===== config.mk =====
export PLATFORM = sky130hd
export DESIGN_NAME = trig_alignment_monitor
export DESIGN_NICKNAME = d
export VERILOG_FILES = /design/src/rtl/trig_alignment_monitor.sv
export SDC_FILE = /design/constraint.sdc
export NUM_CORES = 1
export LEC_CHECK = 0
export CORE_ASPECT_RATIO = 1.2
export CORE_MARGIN = 5
export CORE_UTILIZATION = 31
export CTS_BUF_LIST = sky130_fd_sc_hd__clkbuf_8 sky130_fd_sc_hd__clkbuf_16
export DETAILED_ROUTE_END_ITERATION = 12
export SYNTH_ARGS = -nofsm -noshare
export SYNTH_HDL_FRONTEND = slang
export SYNTH_SLANG_ARGS = --single-unit

===== constraint.sdc =====
create_clock -name clock -period 4.75 [get_ports clock]
set_input_delay 0.7125 -clock clock [delete_from_list [all_inputs] [get_ports clock]]
set_output_delay 0.7125 -clock clock [all_outputs]
set_load 0.05 [all_outputs]

===== src/rtl/trig_alignment_monitor.sv =====
// Per-VFAT lock supervisor behind the trigger frame aligner: gates S-bits on lock,
// tracks lock state, counts lock losses / realigns and pulses an aligner realign request.
module trig_alignment_monitor #(
    parameter int unsigned MXSBITS       = 64,
    parameter int unsigned CNT_WIDTH     = 16,
    parameter int unsigned HOLDOFF_WIDTH = 12
) (
    input  logic                     clock,
    input  logic                     reset_i,
    input  logic [MXSBITS-1:0]       sbits_i,
    input  logic                     sot_is_aligned_i,
    input  logic                     sot_unstable_i,
    input  logic                     mask_i,
    input  logic                     auto_realign_en_i,
    input  logic [HOLDOFF_WIDTH-1:0] realign_holdoff_i,
    input  logic                     cnt_reset_i,
    output logic [MXSBITS-1:0]       sbits_o,
    output logic                     sbits_valid_o,
    output logic [1:0]               state_o,
    output logic                     realign_req_o,
    output logic [CNT_WIDTH-1:0]     lock_loss_cnt_o,
    output logic [CNT_WIDTH-1:0]     realign_cnt_o
);

    localparam logic [1:0] ST_UNLOCKED = 2'd0;
    localparam logic [1:0] ST_LOCKED   = 2'd1;
    localparam logic [1:0] ST_UNSTABLE = 2'd2;
    localparam logic [1:0] ST_REALIGN  = 2'd3;

    localparam logic [CNT_WIDTH-1:0] CNT_MAX = {CNT_WIDTH{1'b1}};

    logic [1:0]               state_q, state_d;
    logic [HOLDOFF_WIDTH-1:0] holdoff_q, holdoff_d;
    logic [CNT_WIDTH-1:0]     lock_loss_q, lock_loss_d;
    logic [CNT_WIDTH-1:0]     realign_cnt_q, realign_cnt_d;
    logic [MXSBITS-1:0]       sbits_q, sbits_d;
    logic                     valid_q, valid_d;
    logic                     req_q, req_d;
    logic                     stable_c;
    logic                     lock_loss_c;

    assign stable_c = sot_is_aligned_i && !sot_unstable_i;

    // State, holdoff and output registers
    always_ff @(posedge clock or posedge reset_i) begin
        if (reset_i) begin
            state_q       <= ST_UNLOCKED;
            holdoff_q     <= '0;
            lock_loss_q   <= '0;
            realign_cnt_q <= '0;
            sbits_q       <= '0;
            valid_q       <= 1'b0;
            req_q         <= 1'b0;
        end else begin
            state_q       <= state_d;
            holdoff_q     <= holdoff_d;
            lock_loss_q   <= lock_loss_d;
            realign_cnt_q <= realign_cnt_d;
            sbits_q       <= sbits_d;
            valid_q       <= valid_d;
            req_q         <= req_d;
        end
    end

    // Next-state, gating and counter logic
    always_comb begin
        state_d       = state_q;
        holdoff_d     = holdoff_q;
        req_d         = 1'b0;
        lock_loss_c   = 1'b0;
        valid_d       = (state_q == ST_LOCKED) && stable_c && !mask_i;
        sbits_d       = valid_d ? sbits_i : '0;
        lock_loss_d   = lock_loss_q;
        realign_cnt_d = realign_cnt_q;

        case (state_q)
            ST_UNLOCKED: begin
                if (stable_c && !mask_i) state_d = ST_LOCKED;
            end
            ST_LOCKED: begin
                if (mask_i) begin
                    state_d = ST_UNLOCKED;
                end else if (!stable_c) begin
                    state_d     = ST_UNSTABLE;
                    lock_loss_c = 1'b1;
                end
            end
            ST_UNSTABLE: begin
                if (mask_i) begin
                    state_d = ST_UNLOCKED;
                end else if (auto_realign_en_i) begin
                    state_d   = ST_REALIGN;
                    req_d     = 1'b1;
                    holdoff_d = realign_holdoff_i;
                end else if (stable_c) begin
                    state_d = ST_LOCKED;
                end
            end
            ST_REALIGN: begin
                if (mask_i) begin
                    state_d = ST_UNLOCKED;
                end else if (holdoff_q != '0) begin
                    holdoff_d = holdoff_q - HOLDOFF_WIDTH'(1);
                end else begin
                    state_d = ST_UNLOCKED;
                end
            end
            default: state_d = ST_UNLOCKED;
        endcase

        // Saturating counters; a clear beats a same-cycle increment
        if (cnt_reset_i) begin
            lock_loss_d   = '0;
            realign_cnt_d = '0;
        end else begin
            if (lock_loss_c && lock_loss_q != CNT_MAX) lock_loss_d = lock_loss_q + CNT_WIDTH'(1);
            if (req_d && realign_cnt_q != CNT_MAX) realign_cnt_d = realign_cnt_q + CNT_WIDTH'(1);
        end
    end

    assign sbits_o         = sbits_q;
    assign sbits_valid_o   = valid_q;
    assign state_o         = state_q;
    assign realign_req_o   = req_q;
    assign lock_loss_cnt_o = lock_loss_q;
    assign realign_cnt_o   = realign_cnt_q;

endmodule

# Word-level counts from Yosys, hierarchy flattened
# Index checks and enable logic that the tools add are counted.
[word_totals]
reg_bits = 112
output_inout_bits = 100
wordCells = 63
[op_classes]
addsub = 3
eq_ne = 13
muxes = 25
n_reduce_logical = 15
[op_table]
columns = ["operator", "count"]
rows = [
  ["2-to-1 mux 16 bit", 4],
  ["2-to-1 mux 64 bit", 1],
  ["2-to-1 mux 12 bit", 4],
  ["adder 16 x 1 -> 16 bit (second input constant)", 2],
  ["!= test 16 bit (second input constant)", 2],
  ["case mux 12 bit (2 select lines)", 1],
  ["2-to-1 mux 2 bit", 8],
  ["nonzero test 12 bit", 1],
  ["subtractor 12 x 1 -> 12 bit (second input constant)", 1],
  ["!= test 2 bit (second input constant)", 5],
  ["case mux 2 bit (4 select lines)", 1],
  ["logical AND 1 bit", 6],
  ["2-to-1 mux 1 bit", 6],
  ["!= test 3 bit (second input constant)", 2],
  ["nonzero test 2 bit", 3],
  ["AND reduction 5 bit", 1],
  ["equality test 2 bit (second input constant)", 2],
  ["!= test 4 bit (second input constant)", 1],
  ["AND reduction 4 bit", 1],
  ["equality test 2 x 1 -> 1 bit (second input constant)", 1],
  ["zero test 1 bit", 2],
  ["zero test 2 bit", 1],
]

# Longest topological paths before layout
[logic_depth]
depth_word = 8
ltp_mapped = 7
ltp_nobuf = 6

# Worst setup path after synthesis
# No wires, ideal clock.
[synth_path]
path_type = "register to register"
startpoint = "register state_q[0], in the netlist state_o[0]"
endpoint = "register lock_loss_q[15], in the netlist lock_loss_cnt_o[15]"
arrival_time_ns = 2.271
slack_ns = 2.357
path_stages_with_launch = 7
synth_period_minus_slack_ns = 2.393
path_cell_list = "dfrtp_1 > or3b_4 > or4b_4 > buf_6 > nor4_4 > mux2i_1 > nor2_1"
[synth_via]
elab_chain_len = 4
[synth_rtl]
columns = ["item", "line_no", "rtl"]
rows = [
  ["start, declared", "32", "logic [1:0] state_q, state_d;"],
  ["start signal, assigned", "55", "state_q <= state_d;"],
  ["equality test 2 x 1 -> 1 bit", "76", "case (state_q)"],
  ["2-to-1 mux 1 bit", "76", ""],
  ["logical AND 1 bit", "116", "if (lock_loss_c && lock_loss_q != CNT_MAX) lock_loss_d = lock_loss_q + CNT_WIDTH'(1);"],
  ["nonzero test 2 bit (no line)", "--", ""],
  ["end signal, assigned", "57", "lock_loss_q <= lock_loss_d;"],
  ["end, declared", "34", "logic [CNT_WIDTH-1:0] lock_loss_q, lock_loss_d;"],
]
# Every way passes these cells.
# A chain may end at the register's enable or synchronous reset.

# Worst setup path in the final report
[layout_path]
startpoint = "input mask_i"
endpoint = "register realign_cnt_q[15], in the netlist realign_cnt_o[15]"
[layout_via]
elab_chain_len = 4
[layout_rtl]
columns = ["item", "line_no", "rtl"]
rows = [
  ["start, declared", "13", "input logic mask_i,"],
  ["2-to-1 mux 1 bit", "89", "if (mask_i) begin"],
  ["2-to-1 mux 1 bit", "76", ""],
  ["named net req_d", "38", "logic req_q, req_d;"],
  ["logical AND 1 bit", "117", "if (req_d && realign_cnt_q != CNT_MAX) realign_cnt_d = realign_cnt_q + CNT_WIDTH'(1);"],
  ["nonzero test 2 bit (no line)", "--", ""],
  ["end signal, assigned", "58", "realign_cnt_q <= realign_cnt_d;"],
  ["end, declared", "35", "logic [CNT_WIDTH-1:0] realign_cnt_q, realign_cnt_d;"],
]
# The timed path passes the listed nets, and every way through them passes these cells.

==> flow_summary.yaml <==
yosys:
  synth_area_leaders: "dfrtp_1 59%, and2_1 8.7%, nor2_1 3.6%"
  ys_types: 50
  netlist_instances: 433
  yosysSeqAreaShare: 0.592
  syn_nets: 520
  netlist_area_mm2: 0.00474
  synth_top_flop_cell: "dfrtp_1"
  yosys_register_bits: 112
  yosys_warnings: 0
  synth_top_area_share: 0.592
  synth_edf_count: 0
  ys_async_sr_fraction: 1.00
  avgSynthCellArea_um2: 10.9
  synth_top_area_cell: "dfrtp_1"
routing:
  wl_per_cell_um: 16.0
  via_count: 3842
  drc: 0
  antenna_left: 0
  firstDrtPassIters: 4
  avgViaCountPerCell: 4.70
  drt-total-wl_um: 13100
  drt-initial-drc-count: 216
final_layout:
  final_common_cell: "clkdlybuf4s50_1"
  drive_gt1_frac: 0.0521
  fin_cells: 818
  final_cell_mix: "182 x clkdlybuf4s50_1, 112 x dfrtp_1, 66 x and2_1, 44 x nor2_1, 28 x a21oi_1"
  areaGrowthSynthToFinish_pct: 48.8
  post-route-cell-area_mm2: 0.00705
  num_antenna_cells: 0
  nets: 696
clock_tree:
  post_cts_buffers: 0
  cts_buffers: 9
  cts_max_level: 3
  cts_root_buf: "clkbuf_16"
  clk_pin_slew_ns: 0.08
  ctsResizeCount: 0
  cts_hold_buf: 0
  cts_tree: "done"
  cts_sinks: 112
  insertion_delay_ns: 0.35
  clockBufferDepth: 2
floorplanning:
  core_mm2: 0.0150
  die_area_mm2: 0.0179
  pin_count: 183
  die_h_um: 145
  die_w_um: 123
  std_cell_rows: 49
  start_util: 0.315
power_and_ir_drop:
  combPwrFrac: 0.110
  power_w: 0.00201
  power_switching_share: 0.261
  p_int_w: 0.00149
  ir_drop_v: 0.000133
  power.switching_w: 0.000525
  p_seq_frac: 0.519
  pwr_density_cell_mw_per_mm2: 285
  power_leakage_nw: 2.95
  p_clk_frac: 0.371
critical_path:
  start_kind: "input port"
  critical-path-slowest-cell: "a2111oi_0"
  critPathMaxFanout: 8
  crit_buf_inv: 2
  crit_type: "in -> reg"
  startpoint: "mask_i"
  reg2reg_depth: 6
  cp.required_ns: 4.98
  critPathTopFamily: "simple AND/OR/NAND/NOR gates"
  worstPathArrival_ns: 2.85
  worstReg2RegStart: "state_o[0]"
  crit_path_end_kind: "register"
  crit_cells: 7
  crit_chain: "clkdlybuf4s50_1 -> nand4bb_1 -> inv_1 -> nand4_1 -> a2111oi_0 -> xnor2_1 -> nor2_1"
  slowest_delay_ns: 0.53
global_routing:
  grt_max_degree: 66
  met3_usage: 0.0890
  top_usage_layer: "met2"
  grt_pass1_vias: 3838
  grt_pass1_wl_um: 20500
  antenna_found_initial: 0
  use_met1: 0.173
  grt_usage: 0.148
  grt-ovfl-total: 0
  grt_util_met2: 0.219
run_status:
  status: "complete, no violations"
sta:
  maxSlewViolCount: 0
  fin_skew_ns: 0.0108
  setup_viol: 0
  fin_hold_ws_ns: 0.526
  rsz0062_at_grt: "false"
  worst_pin_slew_ns: 1.02
  finalCriticalPeriod_ns: 2.62
  fin_tns_setup_ns: 0
  fmaxAchievable_ghz: 0.382
  period_share: 0.551
  slew_headroom: 0.320
  finalHoldViolCount: 0
worst_hold_path:
  hold-path-cell-count: 1
  hold_start: "holdoff_q[11]"
  hold_path.class: "reg -> reg"
place:
  placed_cell_area_mm2: 0.00676
  port_buffers: 182
  dp.cells: 802
  routabilityCongestion: 0.813
  dp.final_hpwl_um: 9510
flow_run:
  cap_viol_max_count: 0
[flip-flops by register name (all words and copies together), names as in the netlist]
signal / flops
holdoff_q: 12
lock_loss_cnt_o: 16
realign_cnt_o: 16
realign_req_o: 1
sbits_o: 64
sbits_valid_o: 1
state_o: 2
[metal layers]
| layer | up-vias | wire length [um] |
|---|---|---|
| met5 | - | 0 |
| met4 | 0 | 235 |
| met3 | 14 | 1890 |
| met2 | 162 | 5960 |
| met1 | 1846 | 4990 |
| li1 | 1820 | - |
[path summary, 6_finish.rpt]
| path | end | slack (ns) |
|---|---|---|
| max | realign_cnt_o[15] | 2.13 |
| min | holdoff_q[11] | 0.53 |
| max reg2reg | realign_cnt_o[15] | 2.45 |
| min reg2reg | holdoff_q[11] | 0.53 |
| max in group asynchronous | sbits_o[14] | 3.02 |
| min in group asynchronous | sbits_o[60] | 0.88 |
[power groups by stage]
stage          Sequential, W  Clock, W  Combinational, W
2_1_floorplan        0.00107         0         0.0000972
3_3_place_gp         0.00106         0          0.000215
3_5_place_dp         0.00106         0          0.000223
4_1_cts              0.00104  0.000776          0.000223
5_1_grt              0.00105  0.000811          0.000243
6_report             0.00105  0.000746          0.000221
[cells in the mapped netlist, types with 3 or more instances]
| master | count |
|---|---|
| o22ai_1 | 3 |
| nor2_1 | 45 |
| a211oi_1 | 9 |
| xnor2_1 | 18 |
| o21ai_0 | 12 |
| nor4_2 | 3 |
| nor4_1 | 3 |
| nand2b_1 | 4 |
| nor3_1 | 8 |
| clkbuf_1 | 16 |
| nand3_1 | 14 |
| nand2_1 | 16 |
| nand4_1 | 11 |
| ha_1 | 4 |
| mux2i_1 | 4 |
| a21oi_1 | 28 |
| and2_1 | 66 |
| inv_1 | 9 |
| xor2_1 | 7 |
| dfrtp_1 | 112 |
[area by class of cell]
| type | instances | area (um^2) |
|---|---|---|
| clock buffer | 10 | 239 |
| timing repair buffer | 186 | 1850 |
| fill | 1394 | 7970 |
| clock inverter | 6 | 50.0 |
| multi-input combinational | 291 | 1820 |
| sequential | 112 | 2800 |
| tap | 204 | 255 |
| inverter | 9 | 36.3 |
[metrics by stage]
step                 util  setup slack, ns
finish              0.469             2.13
global route        0.469             1.93
CTS                 0.469             2.10
detailed placement  0.450             1.72
global placement    0.450             1.84
floorplan               -             1.08
[cells by family after synthesis]
| logic type | Yosys count | share of synthesized area |
|---|---|---|
| AOI/OAI and AO/OA | 67 | 0.0858 |
| buffers and inverters | 30 | 0.0267 |
| adders and majority gates | 4 | 0.0106 |
| xor gates and xnor gates | 25 | 0.0462 |
| DFF | 112 | 0.592 |
| and+or+nand+nor | 190 | 0.228 |
| muxes | 5 | 0.0108 |
Power figures use the tool's default switching activity.
